### src/rtl/nn_pkg.sv
// Shared neural-network datapath definitions: Q16.16 element type and ReLU.
// Also used by the dense layers and the neuron MACs.
package nn_pkg;

    localparam int DATA_W = 32;
    localparam int FRAC_W = 16;

    typedef logic signed [DATA_W-1:0] data_t;

    // A set sign bit means negative, so the result is clamped to zero.
    function automatic data_t relu(input data_t d);
        return d[DATA_W-1] ? '0 : d;
    endfunction

endpackage

### src/rtl/dense_relu_streamer_if.sv
// Handshake bundle of the dense-layer output stage: vector capture, beat stream, argmax report.
// The master modport is the surrounding logic; the slave modport is the streamer itself.
interface dense_relu_streamer_if #(
    parameter int ROWS  = 8,
    parameter int IDX_W = $clog2(ROWS)
);
    import nn_pkg::*;

    logic             in_valid;
    logic             in_ready;
    data_t            in_layer [ROWS-1:0];
    logic             out_valid;
    logic             out_ready;
    data_t            out_data;
    logic [IDX_W-1:0] out_index;
    logic             out_last;
    logic             argmax_valid;
    logic [IDX_W-1:0] argmax_idx;

    modport master (
        output in_valid, in_layer, out_ready,
        input  in_ready, out_valid, out_data, out_index, out_last, argmax_valid, argmax_idx
    );

    modport slave (
        input  in_valid, in_layer, out_ready,
        output in_ready, out_valid, out_data, out_index, out_last, argmax_valid, argmax_idx
    );

endinterface

### src/rtl/relu_argmax_step.sv
// One combinational step of a running argmax over ReLU'd elements.
// Strict compare, so ties keep the earlier (lower) index. Also reused by the pooling stage.
module relu_argmax_step
    import nn_pkg::*;
#(
    parameter int IDX_W = 3
) (
    input  data_t            cur_max,
    input  logic [IDX_W-1:0] cur_idx,
    input  data_t            data,
    input  logic [IDX_W-1:0] index,
    output data_t            new_max,
    output logic [IDX_W-1:0] new_idx
);

    data_t act;

    assign act = relu(data);

    always_comb begin
        // NOTE: defaults first, so no path leaves an output unassigned and infers a latch.
        new_max = cur_max;
        new_idx = cur_idx;
        if (act > cur_max) begin
            new_max = act;
            new_idx = index;
        end
    end

endmodule

### src/rtl/dense_relu_streamer.sv
// Captures one dense-layer result vector, streams ReLU(element) one beat at a time,
// then pulses the argmax index of the streamed elements for one cycle.
module dense_relu_streamer
    import nn_pkg::*;
#(
    parameter int ROWS  = 8,
    parameter int IDX_W = $clog2(ROWS)
) (
    input  logic                 clk,
    input  logic                 rst,
    dense_relu_streamer_if.slave bus
);

    typedef enum logic [1:0] {IDLE, STREAM, REPORT} state_t;

    localparam logic [IDX_W-1:0] LAST = IDX_W'(ROWS - 1);

    state_t           state;
    state_t           state_nxt;
    data_t            buffer [ROWS-1:0];
    logic [IDX_W-1:0] cnt;
    data_t            max_val;
    logic [IDX_W-1:0] max_idx;
    data_t            step_max;
    logic [IDX_W-1:0] step_idx;
    logic [IDX_W-1:0] argmax_q;
    logic             capture;
    logic             beat;

    assign capture = (state == IDLE) && bus.in_valid;
    assign beat    = (state == STREAM) && bus.out_ready;

    // NOTE: sequential state uses non-blocking assignment so every flop samples pre-edge values.
    always_ff @(posedge clk) begin
        if (rst) state <= IDLE;
        else     state <= state_nxt;
    end

    always_comb begin
        state_nxt        = state;
        bus.in_ready     = 1'b0;
        bus.out_valid    = 1'b0;
        bus.argmax_valid = 1'b0;
        case (state)
            IDLE: begin
                bus.in_ready = 1'b1;
                if (bus.in_valid) state_nxt = STREAM;
            end
            STREAM: begin
                bus.out_valid = 1'b1;
                if (bus.out_ready && (cnt == LAST)) state_nxt = REPORT;
            end
            REPORT: begin
                bus.argmax_valid = 1'b1;
                state_nxt        = IDLE;
            end
            default: state_nxt = IDLE;
        endcase
    end

    relu_argmax_step #(.IDX_W(IDX_W)) u_step (
        .cur_max (max_val),
        .cur_idx (max_idx),
        .data    (buffer[cnt]),
        .index   (cnt),
        .new_max (step_max),
        .new_idx (step_idx)
    );

    always_ff @(posedge clk) begin
        if (rst) begin
            // NOTE: the buffer is cleared on reset because out_data reads it directly and must be 0.
            for (int i = 0; i < ROWS; i++) buffer[i] <= '0;
            cnt      <= '0;
            max_val  <= '0;
            max_idx  <= '0;
            argmax_q <= '0;
        end else begin
            if (capture) begin
                for (int i = 0; i < ROWS; i++) buffer[i] <= relu(bus.in_layer[i]);
                cnt     <= '0;
                max_val <= '0;
                max_idx <= '0;
            end
            if (beat) begin
                max_val <= step_max;
                max_idx <= step_idx;
                if (cnt == LAST) begin
                    cnt      <= '0;
                    argmax_q <= step_idx;
                end else begin
                    cnt <= cnt + IDX_W'(1);
                end
            end
        end
    end

    assign bus.out_data   = buffer[cnt];
    assign bus.out_index  = cnt;
    assign bus.out_last   = (state == STREAM) && (cnt == LAST);
    assign bus.argmax_idx = argmax_q;

endmodule

### src/flat_wrapper.sv
// flat-port wrapper written by rule: the top's interface ports become plain ports
module dense_relu_streamer_flat import nn_pkg::*;
#(
    parameter int ROWS  = 8,
    parameter int IDX_W = $clog2(ROWS)
)
  (clk, rst, bus_in_valid, bus_in_layer, bus_out_ready, bus_in_ready, bus_out_valid, bus_out_data, bus_out_index, bus_out_last, bus_argmax_valid, bus_argmax_idx);
  dense_relu_streamer_if #(.ROWS(ROWS), .IDX_W(IDX_W)) bus_i ();
  input  logic clk;
  input  logic rst;
  input wire logic [$bits(bus_i.in_valid)-1:0] bus_in_valid;
  input wire logic [$bits(bus_i.in_layer)-1:0] bus_in_layer;
  input wire logic [$bits(bus_i.out_ready)-1:0] bus_out_ready;
  output wire logic [$bits(bus_i.in_ready)-1:0] bus_in_ready;
  output wire logic [$bits(bus_i.out_valid)-1:0] bus_out_valid;
  output wire logic [$bits(bus_i.out_data)-1:0] bus_out_data;
  output wire logic [$bits(bus_i.out_index)-1:0] bus_out_index;
  output wire logic [$bits(bus_i.out_last)-1:0] bus_out_last;
  output wire logic [$bits(bus_i.argmax_valid)-1:0] bus_argmax_valid;
  output wire logic [$bits(bus_i.argmax_idx)-1:0] bus_argmax_idx;
  assign bus_i.in_valid = bus_in_valid;
  assign bus_i.in_layer = {>>{bus_in_layer}};
  assign bus_i.out_ready = bus_out_ready;
  assign bus_in_ready = bus_i.in_ready;
  assign bus_out_valid = bus_i.out_valid;
  assign bus_out_data = bus_i.out_data;
  assign bus_out_index = bus_i.out_index;
  assign bus_out_last = bus_i.out_last;
  assign bus_argmax_valid = bus_i.argmax_valid;
  assign bus_argmax_idx = bus_i.argmax_idx;
  dense_relu_streamer #(.ROWS(ROWS), .IDX_W(IDX_W)) u_core (.clk(clk), .rst(rst), .bus(bus_i));
endmodule
### config.mk
export PLATFORM = sky130hd
export DESIGN_NAME = dense_relu_streamer_flat
export DESIGN_NICKNAME = d
export VERILOG_FILES = /design/src/rtl/nn_pkg.sv /design/src/rtl/dense_relu_streamer_if.sv /design/src/rtl/relu_argmax_step.sv /design/src/rtl/dense_relu_streamer.sv /design/src/flat_wrapper.sv
export SDC_FILE = /design/constraint.sdc
export NUM_CORES = 1
export LEC_CHECK = 0
export CORE_MARGIN = 2
export CORE_UTILIZATION = 47
export CTS_CLUSTER_SIZE = 25
export DETAILED_ROUTE_END_ITERATION = 8
export PLACE_DENSITY = 0.75
export SLEW_MARGIN = 40
export SYNTH_ARGS = -nofsm -noshare
export SYNTH_HDL_FRONTEND = slang
export SYNTH_SLANG_ARGS = --single-unit
### constraint.sdc
create_clock -name clk -period 13.3 [get_ports clk]
set_clock_uncertainty 0.15 [all_clocks]
set_input_delay 3.325 -clock clk [delete_from_list [all_inputs] [get_ports clk]]
set_output_delay 3.325 -clock clk [all_outputs]
set_load 0.01 [all_outputs]
==> impl_metrics.json <==
{
  "ys_async_sr_fraction": 0,
  "fill_cells": 2111,
  "clock_path_buffers": 3,
  "cp-start-kind": "flop",
  "drc_errors": 0,
  "slew_violations": 0,
  "critPathArrivalTime_ns": 3.20,
  "stdcell_count": 1664,
  "rows": 62,
  "grt_start_max_net_pins": 88,
  "critPathCaptureType": "output pin",
  "hold_path_class": "flop to flop",
  "post-route-util": 0.631,
  "netlist_area_mm2": 0.0136,
  "drv_cap": 0,
  "antenna_found_initial": 0,
  "ys_ff_latch": 293,
  "fmax_mhz": 150,
  "yosys_warnings": 0,
  "powerDensity_mw_per_mm2": 122,
  "overflow": 0,
  "power.internal_mw": 1.70,
  "setup_viol": 0,
  "cts-resized-gates": 0,
  "synth_area_per_cell_um2": 14.1,
  "grt_pass1_vias": 9345,
  "p_sw_mw": 0.499,
  "synth.most_common_cell": "and2_1",
  "drtPass1Iterations": 5,
  "holdBufCountCts": 0,
  "dieWidth_um": 174,
  "path_buf_inv": 2,
  "grt_pass1_wl_um": 56500,
  "start_util": 0.475,
  "hold_ws_ns": 0.316,
  "numCtsBuffers": 31,
  "gp_congestion": 0.872,
  "dp_cells": 1607,
  "post-route-period-util": 0.502,
  "irDropWorstVdd_mv": 0.0877,
  "io_buffers": 300,
  "ys.flop_type": "edfxtp_1",
  "dpl.hpwl_um": 28300,
  "clock_power_share": 0.378,
  "dieArea_mm2": 0.0303,
  "seq_power_share": 0.496,
  "grt_util_met2": 0.479,
  "max-slew-margin-rel": 0.462,
  "clk_latency_ns": 0.56,
  "sw_frac_of_total": 0.227,
  "top_usage_layer": "met2",
  "diodes": 0,
  "path_class": "flop to output pin",
  "detail-route-antenna-nets": 0,
  "outcome": "complete, no violations",
  "synth_fp_nets": 1259,
  "worst_pin_slew_ns": 0.806,
  "grt_setup_unrepaired": "no",
  "vias": 8888,
  "path_clk_slew_ns": 0.06,
  "grt_use_met3": 0.0440,
  "grt_use_total": 0.253,
  "synth_top_cell_area_share": 0.547,
  "fp.coreArea_mm2": 0.0286,
  "synth_seq_area_share": 0.614,
  "synthTopCellsByCount": "and2_1, edfxtp_1, mux4_2, a21oi_1, dfxtp_1",
  "ctsHtreeMaxLevel": 1,
  "setup_tns_ns": 0,
  "crit_slowest_cell": "mux4_2",
  "yosys.cell_types.count": 41,
  "area_delta_synth_final_pct": 32.7,
  "cts_num_sinks": 293,
  "crit_required_ns": 9.82,
  "syn_inst": 966,
  "synthTopCellsByArea": "edfxtp_1, and2_1, mux4_2",
  "cp_max_fo": 50,
  "cts_root_buf": "clkbuf_16",
  "drtIter0Drc": 886,
  "nNetsFinal": 1549,
  "combPwrFrac": 0.126,
  "synth_edf_count": 248,
  "grt.met1_usage": 0.283,
  "yosysTopAreaCell": "edfxtp_1",
  "fp.dieH_um": 174,
  "layout_min_cycle_time_ns": 6.68,
  "ios": 302,
  "cts_tree": "built",
  "postCtsSetupBuffers": 0,
  "post_drt_wl_per_cell_um": 23.3,
  "critical_path.cell_chain": "buf_6 -> mux4_2 -> mux2_2 -> clkdlybuf4s50_1",
  "report.final.hold_viol_count": 0,
  "path_delay_family": "buffers and inverters",
  "wl_um": 38700,
  "drive_above_1_share": 0.134,
  "power_leakage_nw": 6.58,
  "viasPerCell": 5.34,
  "critPathMaxStageDelay_ns": 0.60
}
-- path summary, 6_finish.rpt --
check                                                    start                               to  slack, ns  cells past startpoint
worst max register to register                            flop  u_core.max_val[22]$_SDFFE_PP0P_       8.52                     12
worst min-delay path            u_core.max_val[2]$_SDFFE_PP0P_   u_core.max_val[2]$_SDFFE_PP0P_       0.32                      2
worst max-delay path                                      flop                  bus_out_data[1]       6.62                      4
worst min register to register  u_core.max_val[2]$_SDFFE_PP0P_   u_core.max_val[2]$_SDFFE_PP0P_       0.32                      2
-- worst min-delay path: stages, from the launching register on --
cell and delay [ns]:
dfxtp_1 0.31, nand3_1 0.06, a21oi_1 0.06
-- power groups by stage --
stage	clock network [mW]	logic (mW)	registers, mW
after global routing	0.870	0.295	1.09
after global placement	0	0.270	1.11
after CTS	0.838	0.278	1.09
after floorplan	0	0.131	1.10
final	0.830	0.275	1.09
after detailed placement	0	0.276	1.11
-- per-layer routing --
layer,wire length (µm),vias up
li1,-,4089
met1,13800,4361
met2,21100,359
met3,2280,79
met4,1520,0
met5,0,-
-- kinds of logic (layout without fill, tap and decap cells) --
kind of cell               count (synthesis)  count (layout)  share of synthesized area
AOI/OAI and AO/OA                         77              77                     0.0351
and+or+nand+nor                          376             376                      0.165
buffers and inverters                     93             407                     0.0279
other                                      1               1                   0.000276
muxes                                     93              93                      0.128
adders and majority gates                 33              33                     0.0303
DFF                                      293             293                      0.614
-- registers in the layout, indices dropped and copies added, names as in the netlist, named ones only --
| register | cells |
|---|---|
| u_core.buffer | 248 |
| u_core.bus.argmax_idx | 3 |
| u_core.bus.out_index | 3 |
| u_core.max_idx | 3 |
| u_core.max_val | 31 |
| u_core.state | 2 |
-- metrics by stage --
| step | instance area [µm²] | setup WS, ns | total power [mW] |
|---|---|---|---|
| global route | 18100 | 6.43 | 2.26 |
| finish | 18100 | 6.62 | 2.19 |
| detailed placement | 17100 | 6.81 | 1.38 |
| global placement | 17000 | 6.98 | 1.38 |
| floorplan | 13600 | 2.69 | 1.23 |
| CTS | 18100 | 6.56 | 2.21 |
-- area by class of cell --
type,count,area (µm²),share of cell area
sequential,293,8360,0.463
tap,384,480,0.0266
clock inverter,10,106,0.00589
inverter,33,124,0.00686
clock buffer,47,860,0.0476
timing repair buffer,317,3190,0.177
multi-input combinational,580,4930,0.273
-- cell usage in the layout, fill, tap and decap left out, types with 4 or more instances in the layout --
master           count
o21ai_0              6
dfxtp_1             43
nand3_1             40
mux4_2              62
buf_4               12
a21oi_1             48
nor2b_1              4
inv_1               33
clkdlybuf4s50_1    299
mux2_2              30
ha_1                33
nor2_1              11
nand4_1              4
nand2b_1            32
clkbuf_16           31
and2_1             250
edfxtp_1           248
nor3_2               6
clkbuf_1            13
nand2_1             18
No activity file was read; power rests on OpenSTA's default activity.
